## src/rtl/mem_bridge.sv

```systemverilog
// Single-beat bridge from a main-bus read/write request to a req/ack memory port.
// Includes an ack timeout, illegal-request detection and a held read-data register.
module mem_bridge #(
   parameter int WIDTH_AX   = 16,
   parameter int WIDTH_MAIN = 8,
   parameter int TIMEOUT    = 15
) (
   input  logic                  clk,
   input  logic                  reset,
   input  logic                  mem_read,
   input  logic                  mem_write,
   input  logic [WIDTH_AX-1:0]   addr_in,
   input  logic [WIDTH_MAIN-1:0] main_in,
   input  logic                  assert_main,
   output logic [WIDTH_MAIN-1:0] main_out,
   output logic                  main_en,
   output logic                  busy,
   output logic                  done,
   output logic                  err,
   output logic [WIDTH_AX-1:0]   mem_addr,
   output logic [WIDTH_MAIN-1:0] mem_wdata,
   output logic                  mem_we,
   output logic                  mem_req,
   input  logic [WIDTH_MAIN-1:0] mem_rdata,
   input  logic                  mem_ack
);

   localparam logic [7:0] TMO = 8'(TIMEOUT);

   typedef enum logic [1:0] {
      S_IDLE,
      S_REQ,
      S_DONE,
      S_ERR
   } state_t;

   state_t                state_q, state_d;
   logic [7:0]            cnt_q, cnt_d;
   logic [WIDTH_AX-1:0]   addr_q, addr_d;
   logic [WIDTH_MAIN-1:0] wdata_q, wdata_d;
   logic                  we_q, we_d;
   logic [WIDTH_MAIN-1:0] rdata_q, rdata_d;

   always_ff @(posedge clk or posedge reset) begin
      if (reset) begin
         state_q <= S_IDLE;
         cnt_q   <= '0;
         addr_q  <= '0;
         wdata_q <= '0;
         we_q    <= 1'b0;
         rdata_q <= '0;
      end else begin
         state_q <= state_d;
         cnt_q   <= cnt_d;
         addr_q  <= addr_d;
         wdata_q <= wdata_d;
         we_q    <= we_d;
         rdata_q <= rdata_d;
      end
   end

   always_comb begin
      state_d = state_q;
      cnt_d   = cnt_q;
      addr_d  = addr_q;
      wdata_d = wdata_q;
      we_d    = we_q;
      rdata_d = rdata_q;
      unique case (state_q)
         S_IDLE: begin
            cnt_d = '0;
            if (mem_read && mem_write) begin
               state_d = S_ERR;
            end else if (mem_read || mem_write) begin
               addr_d  = addr_in;
               wdata_d = main_in;
               we_d    = mem_write;
               state_d = S_REQ;
            end
         end
         S_REQ: begin
            // ack wins over a timeout in the same cycle
            if (mem_ack) begin
               if (!we_q) rdata_d = mem_rdata;
               state_d = S_DONE;
            end else if (cnt_q == TMO) begin
               state_d = S_ERR;
            end else begin
               cnt_d = cnt_q + 8'd1;
            end
         end
         S_DONE: begin
            cnt_d   = '0;
            state_d = S_IDLE;
         end
         S_ERR: begin
            cnt_d   = '0;
            state_d = S_IDLE;
         end
         default: state_d = S_IDLE;
      endcase
   end

   assign mem_req   = (state_q == S_REQ);
   assign busy      = (state_q != S_IDLE);
   assign done      = (state_q == S_DONE);
   assign err       = (state_q == S_ERR);
   assign mem_addr  = addr_q;
   assign mem_wdata = wdata_q;
   assign mem_we    = we_q;
   assign main_en   = assert_main;
   assign main_out  = assert_main ? rdata_q : '0;

endmodule

```

## config.mk

```make
export PLATFORM = sky130hd
export DESIGN_NAME = mem_bridge
export DESIGN_NICKNAME = d
export VERILOG_FILES = /design/src/rtl/mem_bridge.sv
export SDC_FILE = /design/constraint.sdc
export NUM_CORES = 1
export LEC_CHECK = 0
export ABC_AREA = 1
export BUFFER_PORTS_ARGS = -buffer_cell sky130_fd_sc_hd__buf_2
export CORE_UTILIZATION = 52
export DETAILED_ROUTE_END_ITERATION = 10
export GPL_TIMING_DRIVEN = 0
export PLACE_DENSITY = 0.84
export SLEW_MARGIN = 20
export SYNTH_ARGS = -nofsm -noshare
export SYNTH_HDL_FRONTEND = slang
export SYNTH_SLANG_ARGS = --single-unit
```

## constraint.sdc

```tcl
create_clock -name clk -period 2.7 [get_ports clk]
set_input_delay 0.27 -clock clk [delete_from_list [all_inputs] [get_ports clk]]
set_output_delay 0.27 -clock clk [all_outputs]
set_load 0.01 [all_outputs]
```

* Word-level counts from Yosys, hierarchy flattened
Index checks and enable logic that the tools add are counted.
** Word-level totals
- Logic and storage cells :: 36
- Output and inout port bits :: 38
- Bits in registers :: 43
- Input bits :: 38
** Operators by class
- Eq/ne operators :: 8
- Multiplexer cells :: 9
- $add $sub $neg :: 1
- Bitwise gates (word level) :: 2
- Reduce and logical (&&, ||, !) cells :: 10
** Operators with widths (count)
- 8-bit two-way mux :: 3
- 8-bit one-hot mux with 2 select lines :: 1
- 8-bit by 1-bit adder with 8-bit output (second input constant) :: 1
- 8-bit by 4-bit == test with 1-bit output (second input constant) :: 1
- 2-bit two-way mux :: 4
- 2-bit one-hot mux with 3 select lines :: 1
- 3-bit AND reduction :: 2
- 2-bit == test (second input constant) :: 2
- 2-bit != test (second input constant) :: 2
- 2-bit AND reduction :: 2
- 3-bit by 1-bit != test with 1-bit output (second input constant) :: 1
- 3-bit != test (second input constant) :: 1
- 3-bit OR reduction :: 1
- 2-bit by 1-bit == test with 1-bit output (second input constant) :: 1
- 2-bit logical NOT :: 1
- 1-bit inverter :: 2
- 2-bit nonzero test :: 1
- 2-bit OR reduction :: 1
- 1-bit logical AND :: 1
- 1-bit logical OR :: 1

* Depth between registers and ports, before layout
- Depth in word-level cells :: 4
- Mapped depth :: 8
- Gate-level depth less buffers :: 7

* Least setup slack after synthesis
Ideal clock, no wire load.
- Kind :: input to register
- From :: input mem_read
- To :: register addr_q[0] (netlist: mem_addr[0])
- Stages :: 5
- Data required time :: 2.575 ns
- Arrival :: 1.283 ns
- Path buffers :: 1
- Path slack :: 1.292 ns
- Library setup time :: 0.125 ns
- Cell sequence :: inv_1 > ha_1 > nand2_2 > buf_2 > mux2_2
** On the way
- Word-level cells in the longest chain between the ends :: 3
- Elaborated cells on any way between the ends :: 4
- Classes of those cells :: bitwise: 1; reduce/logical: 3
** RTL lines
- start, declared :: RTL line 10 : input logic mem_read,
- 1-bit logical AND :: RTL line 72 : if (mem_read && mem_write) begin
- 1-bit inverter (no source line)
- 3-bit AND reduction (no source line) (*)
- end signal, assigned :: RTL line 55 : addr_q <= addr_d;
- end, declared :: RTL line 39 : logic [WIDTH_AX-1:0] addr_q, addr_d;
Mark *: on every way between the ends. The rest lies on a longest branch, timed or not.
A chain may end at the register's enable or synchronous reset.

* Worst setup path after layout
- From :: register state_q[0]
- To :: output mem_req
** On the way
- Word-level cells in the longest chain between the ends :: 1
** RTL lines
- start, declared :: RTL line 37 : state_t state_q, state_d;
- start signal, assigned :: RTL line 53 : state_q <= state_d;
- 2-bit by 1-bit == test with 1-bit output :: RTL line 104 : assign mem_req = (state_q == S_REQ);
- end, declared :: RTL line 23 : output logic mem_req,
No other way between the ends.

==> impl_metrics.tcl <==
set metrics [dict create \
    ys_seq_area_share_pct 53.95 \
    n_antenna_cell 0 \
    cts_tree "built" \
    ant_nets 0 \
    portBuffers 74 \
    worstSetupPathType "reg -> out" \
    routed_wl_mm 3.682 \
    dpl.hpwl_mm 2.850 \
    rsz0062_at_grt "false" \
    grtUsageTotal_pct 20.28 \
    ys_types 21 \
    grt_overflow_total 0 \
    hold_viol_final 0 \
    synthSimpleGateAreaFrac_pct 16.88 \
    start_util_pct 54.48 \
    drive_gt1_share_pct 44.72 \
    cts.clk_slew.worst_paths_ns 0.07 \
    cp_cell_sequence "inv_2 > nor2_4 > buf_2 > buf_2" \
    clk_latency_ns 0.29 \
    synth-seq-cells 43 \
    hold_path.class "in -> reg" \
    drtIter0Drc 40 \
    dr.pass1.iters 4 \
    cpMaxStageDelayCell "dfrtp_1" \
    core-area_sq_um 3661 \
    leakage_nw 1.405 \
    worstMarginPinSlew_ns 0.5614 \
    grt_pass1_wl_mm 6.292 \
    cts_buffers 5 \
    gp_congestion 0.7944 \
    max-slew-margin-rel_pct 62.18 \
    dp_slack_ns 1.059 \
    synth_xor_area_share_pct 0 \
    setup_tns_ns 0 \
    p_per_area_nw_per_um2 971.8 \
    peakVddDrop_mv 0.6249 \
    route.detailed.wl_per_inst_microns 11.09 \
    netlist_instances 202 \
    cts_htree_levels 2 \
    synth_top_family_by_area "simple AND/OR/NAND/NOR gates" \
    worstReg2RegStart "cnt_q[1]$_DFFE_PP0P_" \
    clockRootBuffer "clkbuf_8" \
    multi_input_area_sq_um 749.5 \
    synth_area_sq_um 1994 \
    start_kind "flip-flop" \
    cts_resized 0 \
    clkSinkCount 43 \
    critPathMostFrequentCell "buf_2" \
    setup-violations-final 0 \
    routed_via_density 4.807 \
    crit_arrival_ns 1.26 \
    cp.required_ns 2.43 \
    path_max_fanout 10 \
    ys_warn_count 0 \
    grt_antenna_before_repair 0 \
    crit_path_end_kind "primary output" \
    max_stage_delay_ns 0.42 \
    cts_hold_buf 1 \
    io_pins 76 \
    syn-num-nets 243 \
    status "complete, no violations" \
    fin_crit_sh_pct 56.61 \
    timing.final.crit_period_ns 1.528 \
    max_cap_violations 0 \
    via_count 1596 \
    synth-compound-area-share_pct 5.270 \
    rows 22 \
    dieArea_sq_um 4087 \
    muxShareOfSynthArea_pct 13.55 \
    cts_setup_buffers 0 \
    avgSynthCellArea_sq_um 9.873 \
    min_from "addr_in[12]" \
    nFillCells 297 \
    grt_pass1_vias 1497 \
    synth_fa_ha_area_share_pct 1.882 \
    layout_setup_ws_ns 1.172 \
    final_nets 326 \
    grt_max_degree 29 \
    drc 0 \
    die_h_microns 63.93 \
    regArea_sq_um 1076 \
    drv_slew 0 \
    syn2layout_area_growth_pct 26.91 \
    die_w_microns 63.93 \
    cts_buffer_depth 2 \
    startpoint "state_q[0]$_DFFE_PP0P_" \
    max_freq_ghz 0.6543 \
    finalClockSkew_ns 0.008652 \
]
worst max-delay path: cells and delay by family (launching register included):
kind / cells / cell delay, ns
DFF: 1 / 0.42
and+or+nand+nor: 1 / 0.11
buffers and inverters: 3 / 0.44
per-stage QoR:
stage / cell area [sq um] / instances / power [mW] / hold WS, ns / util [%]
2_1_floorplan: 1994 / 202 / 1.725 / 0.4124 / -
3_3_place_gp: 2425 / 324 / 2.060 / 0.4651 / 66.23
3_5_place_dp: 2445 / 325 / 2.110 / 0.2638 / 66.78
4_1_cts: 2531 / 332 / 2.491 / 0.2043 / 69.14
5_1_grt: 2531 / 332 / 2.647 / 0.1925 / 69.14
6_report: 2531 / 332 / 2.460 / 0.2149 / 69.14
cells in the final DEF (no fill, tap or decap), drive strengths merged:
cell type and count:
buf 81, nand2 44, dfrtp 43, inv 32, mux2 24, nor2 17, o21ai 14, nand3 12
clkbuf 6, ha 3, nand4 2, or2 2, nor3 1, a21oi 1, clkinvlp 1, dlygate4sd3 1
registers in the layout, summed over array words and instances, names as in the netlist:
name,count
mem_wdata,8
cnt_q,8
rdata_q,8
mem_we,1
mem_addr,16
state_q,2
synthesized netlist by cell type (all sizes together):
library cell | instances | area share (%)
nand3 | 12 | 3.0
nor2 | 17 | 3.6
nand4 | 2 | 0.63
mux2 | 24 | 14
clkbuf | 1 | 0.19
or2 | 2 | 0.63
o21ai | 14 | 5.0
dfrtp | 43 | 54
buf | 6 | 2.3
ha | 3 | 1.9
nand2 | 44 | 8.8
nor3 | 1 | 0.25
a21oi | 1 | 0.25
inv | 32 | 6.0
worst paths after layout:
check	slack, ns	end	cells past startpoint
min	0.21	mem_addr[12]$_DFFE_PP0P_	2
min in group asynchronous	0.50	cnt_q[7]$_DFFE_PP0P_	3
max reg2reg	1.20	cnt_q[0]$_DFFE_PP0P_	5
max	1.17	mem_req	4
max in group asynchronous	1.74	mem_addr[6]$_DFFE_PP0P_	4
min reg2reg	0.49	rdata_q[5]$_DFFE_PP0P_	2
power by group:
| group | leakage, nW | switching (mW) | internal [mW] | total (mW) |
|---|---|---|---|---|
| sequential | 0.531 | 0.148 | 0.914 | 1.06 |
| combinational | 0.838 | 0.518 | 0.507 | 1.02 |
| clock | 0.0361 | 0.201 | 0.172 | 0.373 |
cell type report:
| type | count | area share, % |
|---|---|---|
| flip-flops and latches | 43 | 42.51 |
| plain buffers | 7 | 1.928 |
| clock inverters | 1 | 0.2966 |
| inverters | 32 | 4.745 |
| well taps | 48 | 2.373 |
| repair buffers | 76 | 15.82 |
| multi-input cells | 120 | 29.61 |
| clock buffers | 5 | 2.719 |
cells by family (layout without fill, tap and decap cells):
family | count (synthesis) | count (layout)
AND/OR/NAND/NOR | 78 | 78
flip-flops | 43 | 43
buffers and inverters | 39 | 121
multiplexers | 24 | 24
AO/OA/AOI/OAI | 15 | 15
adder cells (fa/ha/maj) | 3 | 3
layer usage:
metal / vias up / share of wire, % / track usage, %
met3: 2 / 7.1 / 6.250
met1: 736 / 40 / 23.13
li1: 794 / - / -
met4: 0 / 0.35 / 6.250
met2: 64 / 52 / 36.04
met5: - / 0 / 0
(Power assumes the default switching activity.)
